===== config.mk =====
export PLATFORM = sky130hd
export DESIGN_NAME = lfsr_random_stream
export DESIGN_NICKNAME = d
export VERILOG_FILES = /design/src/rtl/lfsr_random_stream.sv
export SDC_FILE = /design/constraint.sdc
export NUM_CORES = 1
export LEC_CHECK = 0
export BUFFER_PORTS_ARGS = -buffer_cell sky130_fd_sc_hd__buf_2
export CAP_MARGIN = 20
export CORE_ASPECT_RATIO = 0.75
export CORE_UTILIZATION = 48
export DETAILED_ROUTE_END_ITERATION = 12
export PLACE_DENSITY = 0.75
export SETUP_SLACK_MARGIN = 0.5
export SLEW_MARGIN = 15
export SYNTH_ARGS = -nofsm -noshare
export SYNTH_HDL_FRONTEND = slang
export SYNTH_SLANG_ARGS = --single-unit

===== constraint.sdc =====
create_clock -name i_clk -period 1.5 [get_ports i_clk]
set_input_delay 0.075 -clock i_clk [delete_from_list [all_inputs] [get_ports i_clk]]
set_output_delay 0.075 -clock i_clk [all_outputs]
set_load 0.02 [all_outputs]

===== src/rtl/lfsr_random_stream.sv =====
// lfsr_random_stream: Fibonacci-LFSR pseudo-random sample source with a
// valid/ready output handshake, runtime reseed and step enable.
// The LFSR advances STEPS shifts between captured samples so that
// consecutive outputs are decorrelated.
// Optional build macro LFSR_RANGE_EN: the captured sample is folded into
// the range 0..RANGE_MAX instead of being the full LFSR value.
module lfsr_random_stream #(
    parameter int               WIDTH     = 20,
    parameter logic [WIDTH-1:0] TAPS      = 20'h90000,
    parameter logic [WIDTH-1:0] SEED      = 20'h00001,
    parameter int               STEPS     = 20,
    parameter int               RANGE_MAX = 5
) (
    input  logic             i_clk,
    input  logic             i_reset,
    input  logic             i_en,
    input  logic             i_seed_load,
    input  logic [WIDTH-1:0] i_seed_in,
    input  logic             i_rnd_ready,
    output logic             o_rnd_valid,
    output logic [WIDTH-1:0] o_rnd_out
);

    // An all-zero LFSR never leaves zero, so zero seeds are replaced by 1.
    localparam logic [WIDTH-1:0] ONE      = {{(WIDTH-1){1'b0}}, 1'b1};
    localparam logic [WIDTH-1:0] SEED_EFF = (SEED == '0) ? ONE : SEED;
    localparam int               CW       = (STEPS > 1) ? $clog2(STEPS) : 1;
    localparam logic [CW-1:0]    LAST     = CW'(STEPS - 1);

    typedef enum logic {ST_RUN = 1'b0, ST_HOLD = 1'b1} state_t;

    state_t           r_state;
    state_t           w_state_nxt;
    logic [WIDTH-1:0] r_lfsr;
    logic [CW-1:0]    r_count;
    logic             r_valid;
    logic [WIDTH-1:0] r_out;
    logic [WIDTH-1:0] w_step;
    logic [WIDTH-1:0] w_cap;
    logic [WIDTH-1:0] w_seed;
    logic             w_capture;
    logic             w_advance;
    logic             w_accept;

    // Next LFSR value; a zero register recovers to 1 instead of stepping.
    assign w_step = (r_lfsr == '0) ? ONE : {r_lfsr[WIDTH-2:0], ^(r_lfsr & TAPS)};
    assign w_seed = (i_seed_in == '0) ? ONE : i_seed_in;

`ifdef LFSR_RANGE_EN
    localparam int          RB   = $clog2(RANGE_MAX + 1);
    localparam logic [RB:0] RMAX = (RB + 1)'(RANGE_MAX);
    localparam logic [RB:0] RMOD = (RB + 1)'(RANGE_MAX + 1);
    logic [RB:0] w_v;
    logic [RB:0] w_fold;
    // Fold the low RB bits into 0..RANGE_MAX with a single conditional subtract.
    always_comb begin
        w_v    = {1'b0, w_step[RB-1:0]};
        w_fold = (w_v > RMAX) ? (w_v - RMOD) : w_v;
        w_cap  = WIDTH'(w_fold[RB-1:0]);
    end
`else
    assign w_cap = w_step;
`endif

    // State register.
    always_ff @(posedge i_clk) begin
        if (i_reset) r_state <= ST_RUN;
        else         r_state <= w_state_nxt;
    end

    // Next-state: reseed always returns to RUN and discards any pending sample.
    always_comb begin
        w_state_nxt = r_state;
        if (i_seed_load) begin
            w_state_nxt = ST_RUN;
        end else begin
            case (r_state)
                ST_RUN:  if (i_en && (r_count == LAST)) w_state_nxt = ST_HOLD;
                ST_HOLD: if (r_valid && i_rnd_ready)    w_state_nxt = ST_RUN;
                default: w_state_nxt = ST_RUN;
            endcase
        end
    end

    // FSM outputs: datapath strobes for stepping, capturing and handing off.
    always_comb begin
        w_advance = 1'b0;
        w_capture = 1'b0;
        w_accept  = 1'b0;
        if (!i_seed_load) begin
            case (r_state)
                ST_RUN: begin
                    w_advance = i_en;
                    w_capture = i_en && (r_count == LAST);
                end
                ST_HOLD: w_accept = r_valid && i_rnd_ready;
                default: ;
            endcase
        end
    end

    // Datapath: LFSR, step counter and sample register; frozen while holding.
    always_ff @(posedge i_clk) begin
        if (i_reset) begin
            r_lfsr  <= SEED_EFF;
            r_count <= '0;
            r_valid <= 1'b0;
            r_out   <= '0;
        end else if (i_seed_load) begin
            r_lfsr  <= w_seed;
            r_count <= '0;
            r_valid <= 1'b0;
        end else begin
            if (w_advance) begin
                r_lfsr  <= w_step;
                r_count <= w_capture ? '0 : r_count + 1'b1;
            end
            if (w_capture) begin
                r_out   <= w_cap;
                r_valid <= 1'b1;
            end else if (w_accept) begin
                r_valid <= 1'b0;
            end
        end
    end

    assign o_rnd_valid = r_valid;
    assign o_rnd_out   = r_out;

endmodule


# Word-level counts from Yosys, hierarchy flattened
# Cells that the tools add are included.
dict set report classes {
  n_eq_ne 1
  n_bitwise 2
  mux 16
  n_reduce_logical 9
  add_sub_neg 1
}
# op n
set op_table {}
lappend op_table {{$mux W20} 4}
lappend op_table {{$logic_not A20 Y1} 2}
lappend op_table {{$reduce_xor A20 Y1} 1}
lappend op_table {{$mux W1} 10}
lappend op_table {{$add A5 B1 Y5 const B} 1}
lappend op_table {{$eq A5 B5 Y1 const B} 1}
lappend op_table {{$mux W5} 1}
lappend op_table {{$reduce_bool A2 Y1} 2}
lappend op_table {{$logic_and A1 B1 Y1} 2}
lappend op_table {{$not A1 Y1} 2}
lappend op_table {{$pmux W1 S2} 1}
lappend op_table {{$reduce_and A2 Y1} 1}
lappend op_table {{$reduce_or A2 Y1} 1}
dict set report word_totals {
  reg_bits 47
  input_bits 25
  wordCells 34
  output_inout_bits 21
}

# Logic depth before layout (Yosys ltp)
dict set report depth {
  depth_word 5
  mapped_depth 6
  depth_no_buf 5
}

# Least setup slack after synthesis
# No wires, ideal clock.
dict set report synth_path {
  path_type {register to register}
  startpoint {register r_count[0]}
  endpoint {register r_out[19] (netlist: o_rnd_out[19])}
  setup_ns 0.128
  setup_slack_ns 0.010
  stages_incl_launch_ff 7
  required_ns 1.372
  arrival_time_ns 1.363
  path_cell_list {dfxtp_1 -> ha_1 -> nand3b_4 -> nor4_4 -> buf_6 -> mux2i_1 -> nor2_1}
}
dict set report synth_between {
  elab_chain_cells 5
}
# item line
set synth_lines {}
lappend synth_lines {{start: declaration} 35} ;# logic [CW-1:0] r_count;
lappend synth_lines {{start signal: assignment} 116} ;# r_count <= w_capture ? '0 : r_count + 1'b1;
lappend synth_lines {{$eq A5 B5 Y1} 94} ;# w_capture = i_en && (r_count == LAST);
lappend synth_lines {{$logic_and A1 B1 Y1} 94}
lappend synth_lines {{$mux W1} 91} ;# case (r_state)
lappend synth_lines {{$mux W1} 90} ;# if (!i_seed_load) begin
lappend synth_lines {{$reduce_and A2 Y1 (no line)} --}
lappend synth_lines {{end signal: assignment} 119} ;# r_out <= w_cap;
lappend synth_lines {{end: declaration} 37} ;# logic [WIDTH-1:0] r_out;
# No other way between the ends.
# A chain may end at the register's enable or synchronous reset.

# Worst setup path after layout
dict set report layout_path {
  startpoint {register r_state}
  endpoint {register r_lfsr[8]}
}
dict set report layout_between {
  elab_chain_cells 3
}
# item line
set layout_lines {}
lappend layout_lines {{start: declaration} 32} ;# state_t r_state;
lappend layout_lines {{start signal: assignment} 68} ;# else r_state <= w_state_nxt;
lappend layout_lines {{$mux W1} 91}
lappend layout_lines {{$mux W1} 90}
lappend layout_lines {{$reduce_bool A2 Y1 (no line)} --}
lappend layout_lines {{end signal: assignment} 110} ;# r_lfsr <= w_seed;
lappend layout_lines {{end signal: assignment} 115} ;# r_lfsr <= w_step;
lappend layout_lines {{end: declaration} 34} ;# logic [WIDTH-1:0] r_lfsr;
# No other way between the ends.

==> flow_summary.ini <==
[drt]
drc_errors = 0
dr.pass1.iters = 4
wl_per_cell_um = 16.08
routed_wl_mm = 5.161
routed_via_density = 5.280
ant_nets = 0
via_count = 1695
drtIter0Drc = 52

[power_and_ir_drop]
ir_drop_v = 0.0005224
power_density_mw_per_mm2 = 919.9
power_leakage_nw = 1.246
p_total_mw = 2.620

[clocking]
cts_root_buf = clkbuf_8
cts_made_buffers = 5
clk_latency_ns = 0.30
cts_tree = built
hold_buffers = 0
cts_num_sinks = 47
path_clk_slew_ns = 0.09
h-tree-depth = 2
clockBufferDepth = 2

[yosys]
synth_fa_ha_area_frac = 0.005977
synth_fp_nets = 232
synth-xor-area-share = 0.01674
yosys_warnings = 0
syn-instance-count = 206
synth.area.mux_share = 0.2839
avgSynthCellArea_um2 = 10.16
synth_top_family_by_area = multiplexers
netlist-cell-type-count = 30
synth_compound_area_frac = 0.02152
ys_seq_area_frac = 0.4495
synthSimpleGateAreaFrac = 0.1883
synthesis.area_mm2 = 0.002093
ys_seq_elements = 47

[setup_path]
r2r_end = r_lfsr[8]
reg2reg_depth = 4
worstPathRequired_ns = 1.68
cp.arrival_ns = 1.69
rr_startpoint = r_state
crit_fanout = 22
crit_path_start_kind = flop
crit_type = reg -> reg
r2r_setup_slack_ns = -0.005
crit_path_start = r_state
critPathCapture = r_lfsr[8]
worstSetupEndpointType = flop

[placement]
hpwl_mm = 3.150
port_buffers = 45
gp_congestion = 0.7413

[timing]
slew_headroom = 0.6164
fin_skew_ns = 0.009188
slew_viol_final = 0
fmax_mhz = 664.2
timing.final.ws_setup_ns = -0.005465
finalHoldViolations = 0
period_share = 1.004
tightest_slew_ns = 0.5753
setup_viol_count_final = 1
period_needed_ns = 1.505
grt_setup_unrepaired = yes

[floorplanning]
fp.dieW_um = 78.26
core_mm2 = 0.004104
start_util = 0.5101
ios = 46
rows = 20
dieArea_mm2 = 0.004632
fp.dieH_um = 59.19

[global_route]
grtUsageTotal = 0.2277
grt_pass1_vias = 1565
grt_overflow_total = 0
grt_pass1_wl_mm = 7.879
grt_max_degree = 41
antenna_found_initial = 0

[finish]
areaGrowthSynthToFinish_pct = 36.04
fin_nets = 291
fin_util = 0.6939
diodes = 0
drive_above_1_share = 0.4662

[run_status]
violations = negative setup slack
status = finished with violations

[worst_hold_path]
hold_class = in -> reg

[job]
cap_violations = 0
==> layout make-up <==
type,count,area [um^2]
multi-input combinational,147,1287
fill,329,1256
sequential,47,954.7
timing repair buffer,64,415.4
clock buffer,6,82.58
tap,55,68.82
clock inverter,2,38.79
==> worst max-delay path, stage by stage (launching register included) <==
cell	delay [ns]
dfxtp_4	0.37
nand2b_4	0.39
mux2_4	0.35
mux2i_1	0.20
nor2_1	0.07
==> report_power, final <==
part           leakage [nW]  internal [mW]  total (mW)  switching [mW]
Sequential            0.386           1.28        1.34          0.0532
Clock                0.0618          0.548       0.978           0.429
Combinational         0.798          0.167       0.306           0.139
Total                  1.25           2.00        2.62           0.621
==> placed cells by master, fill, tap and decap left out, types with 2 or more instances in the layout <==
master and n:
dfxtp_4 2, mux2i_2 3, mux2i_1 35, nor3_2 2, dfxtp_2 5, xor2_1 3, buf_6 4, a21oi_2 2
nor2_1 45, dfxtp_1 40, nor4_2 4, clkbuf_8 6, nand2b_4 2, nor4_4 2, nand3_1 2, nand2_1 5
buf_4 13, buf_2 45, nor4_1 4, mux2_4 19, a21oi_1 2
==> repair_timing <==
action                                  4_1_cts  5_1_grt
resized for setup                            17       15
endpoints found under the setup margin       47       47
pin swaps                                     5        4
setup buffers                                 9        0
cloned                                        2        0
hold endpoints to repair                      0        0
==> synthesized netlist by cell type <==
library cell	n	area, um^2
and4bb_2	1	12.51
and4_1	1	8.760
and2b_2	1	8.760
buf_2	3	15.01
or3_1	1	6.260
nand3_1	3	15.01
buf_4	2	15.01
xor2_1	3	26.28
xnor2_1	1	8.760
or2_0	1	6.260
nand2_1	5	18.77
nand2b_1	2	12.51
mux2i_1	38	380.4
and3_1	1	6.260
mux2_2	19	214.0
a311oi_1	1	8.760
buf_6	2	22.52
nor4_4	1	21.27
nor3b_1	1	7.510
a211oi_1	1	7.510
a2bb2oi_1	1	8.760
or2_2	1	6.260
nor2_1	46	172.7
clkbuf_1	5	18.77
dfxtp_1	47	940.9
a21oi_1	4	20.02
nor4_1	9	56.30
ha_1	1	12.51
nand3b_4	1	20.02
nor3_1	3	15.01
==> per-stage QoR <==
stage / setup TNS [ns] / instances / worst slack, ns / hold slack [ns] / cell area (um^2)
3_5_place_dp: -0.1269 / 302 / -0.02257 / 0.3394 / 2484
5_1_grt: -0.4693 / 321 / -0.05134 / 0.02664 / 2848
4_1_cts: 0 / 321 / 0.03117 / 0.01814 / 2778
3_3_place_gp: 0 / 302 / 0.02762 / 0.3238 / 2484
6_report: -0.005465 / 321 / -0.005465 / 0.02677 / 2848
2_1_floorplan: 0 / 206 / 0.04845 / 0.2218 / 2202
==> flip-flops by register name (all words and copies together) (netlist names) <==
name and count:
r_state 1, o_rnd_valid 1, o_rnd_out 20, r_count 5, r_lfsr 20
==> cell families (layout without fill, tap and decap cells) <==
family,after synthesis,count (layout)
and+or+nand+nor,78,78
muxes,57,57
DFF,47,47
buffers and inverters,12,72
AOI/OAI and AO/OA,7,7
xor gates and xnor gates,4,4
adders and majority gates,1,1
==> layer usage <==
| layer | part of all wire | global-route usage | vias up |
|---|---|---|---|
| met1 | 0.49 | 0.3134 | 812 |
| met3 | 0.044 | 0.04769 | 7 |
| met2 | 0.45 | 0.3571 | 38 |
| met4 | 0.015 | 0.07937 | 0 |
| li1 | - | - | 838 |
| met5 | 0 | 0 | - |
==> how the worst min path moves through the flow <==
stage                        startpoint    endpoint  slack, ns  cells after the start
after floorplan           i_seed_in[10]  r_lfsr[10]       0.22                      2
after global placement    i_seed_in[13]  r_lfsr[13]       0.32                      3
after detailed placement  i_seed_in[14]  r_lfsr[14]       0.34                      3
after CTS                  i_seed_in[1]   r_lfsr[1]       0.02                      3
after global routing       i_seed_in[2]   r_lfsr[2]       0.03                      3
final                      i_seed_in[2]   r_lfsr[2]       0.03                      3
Note: power is estimated with default switching activity, not from simulation.
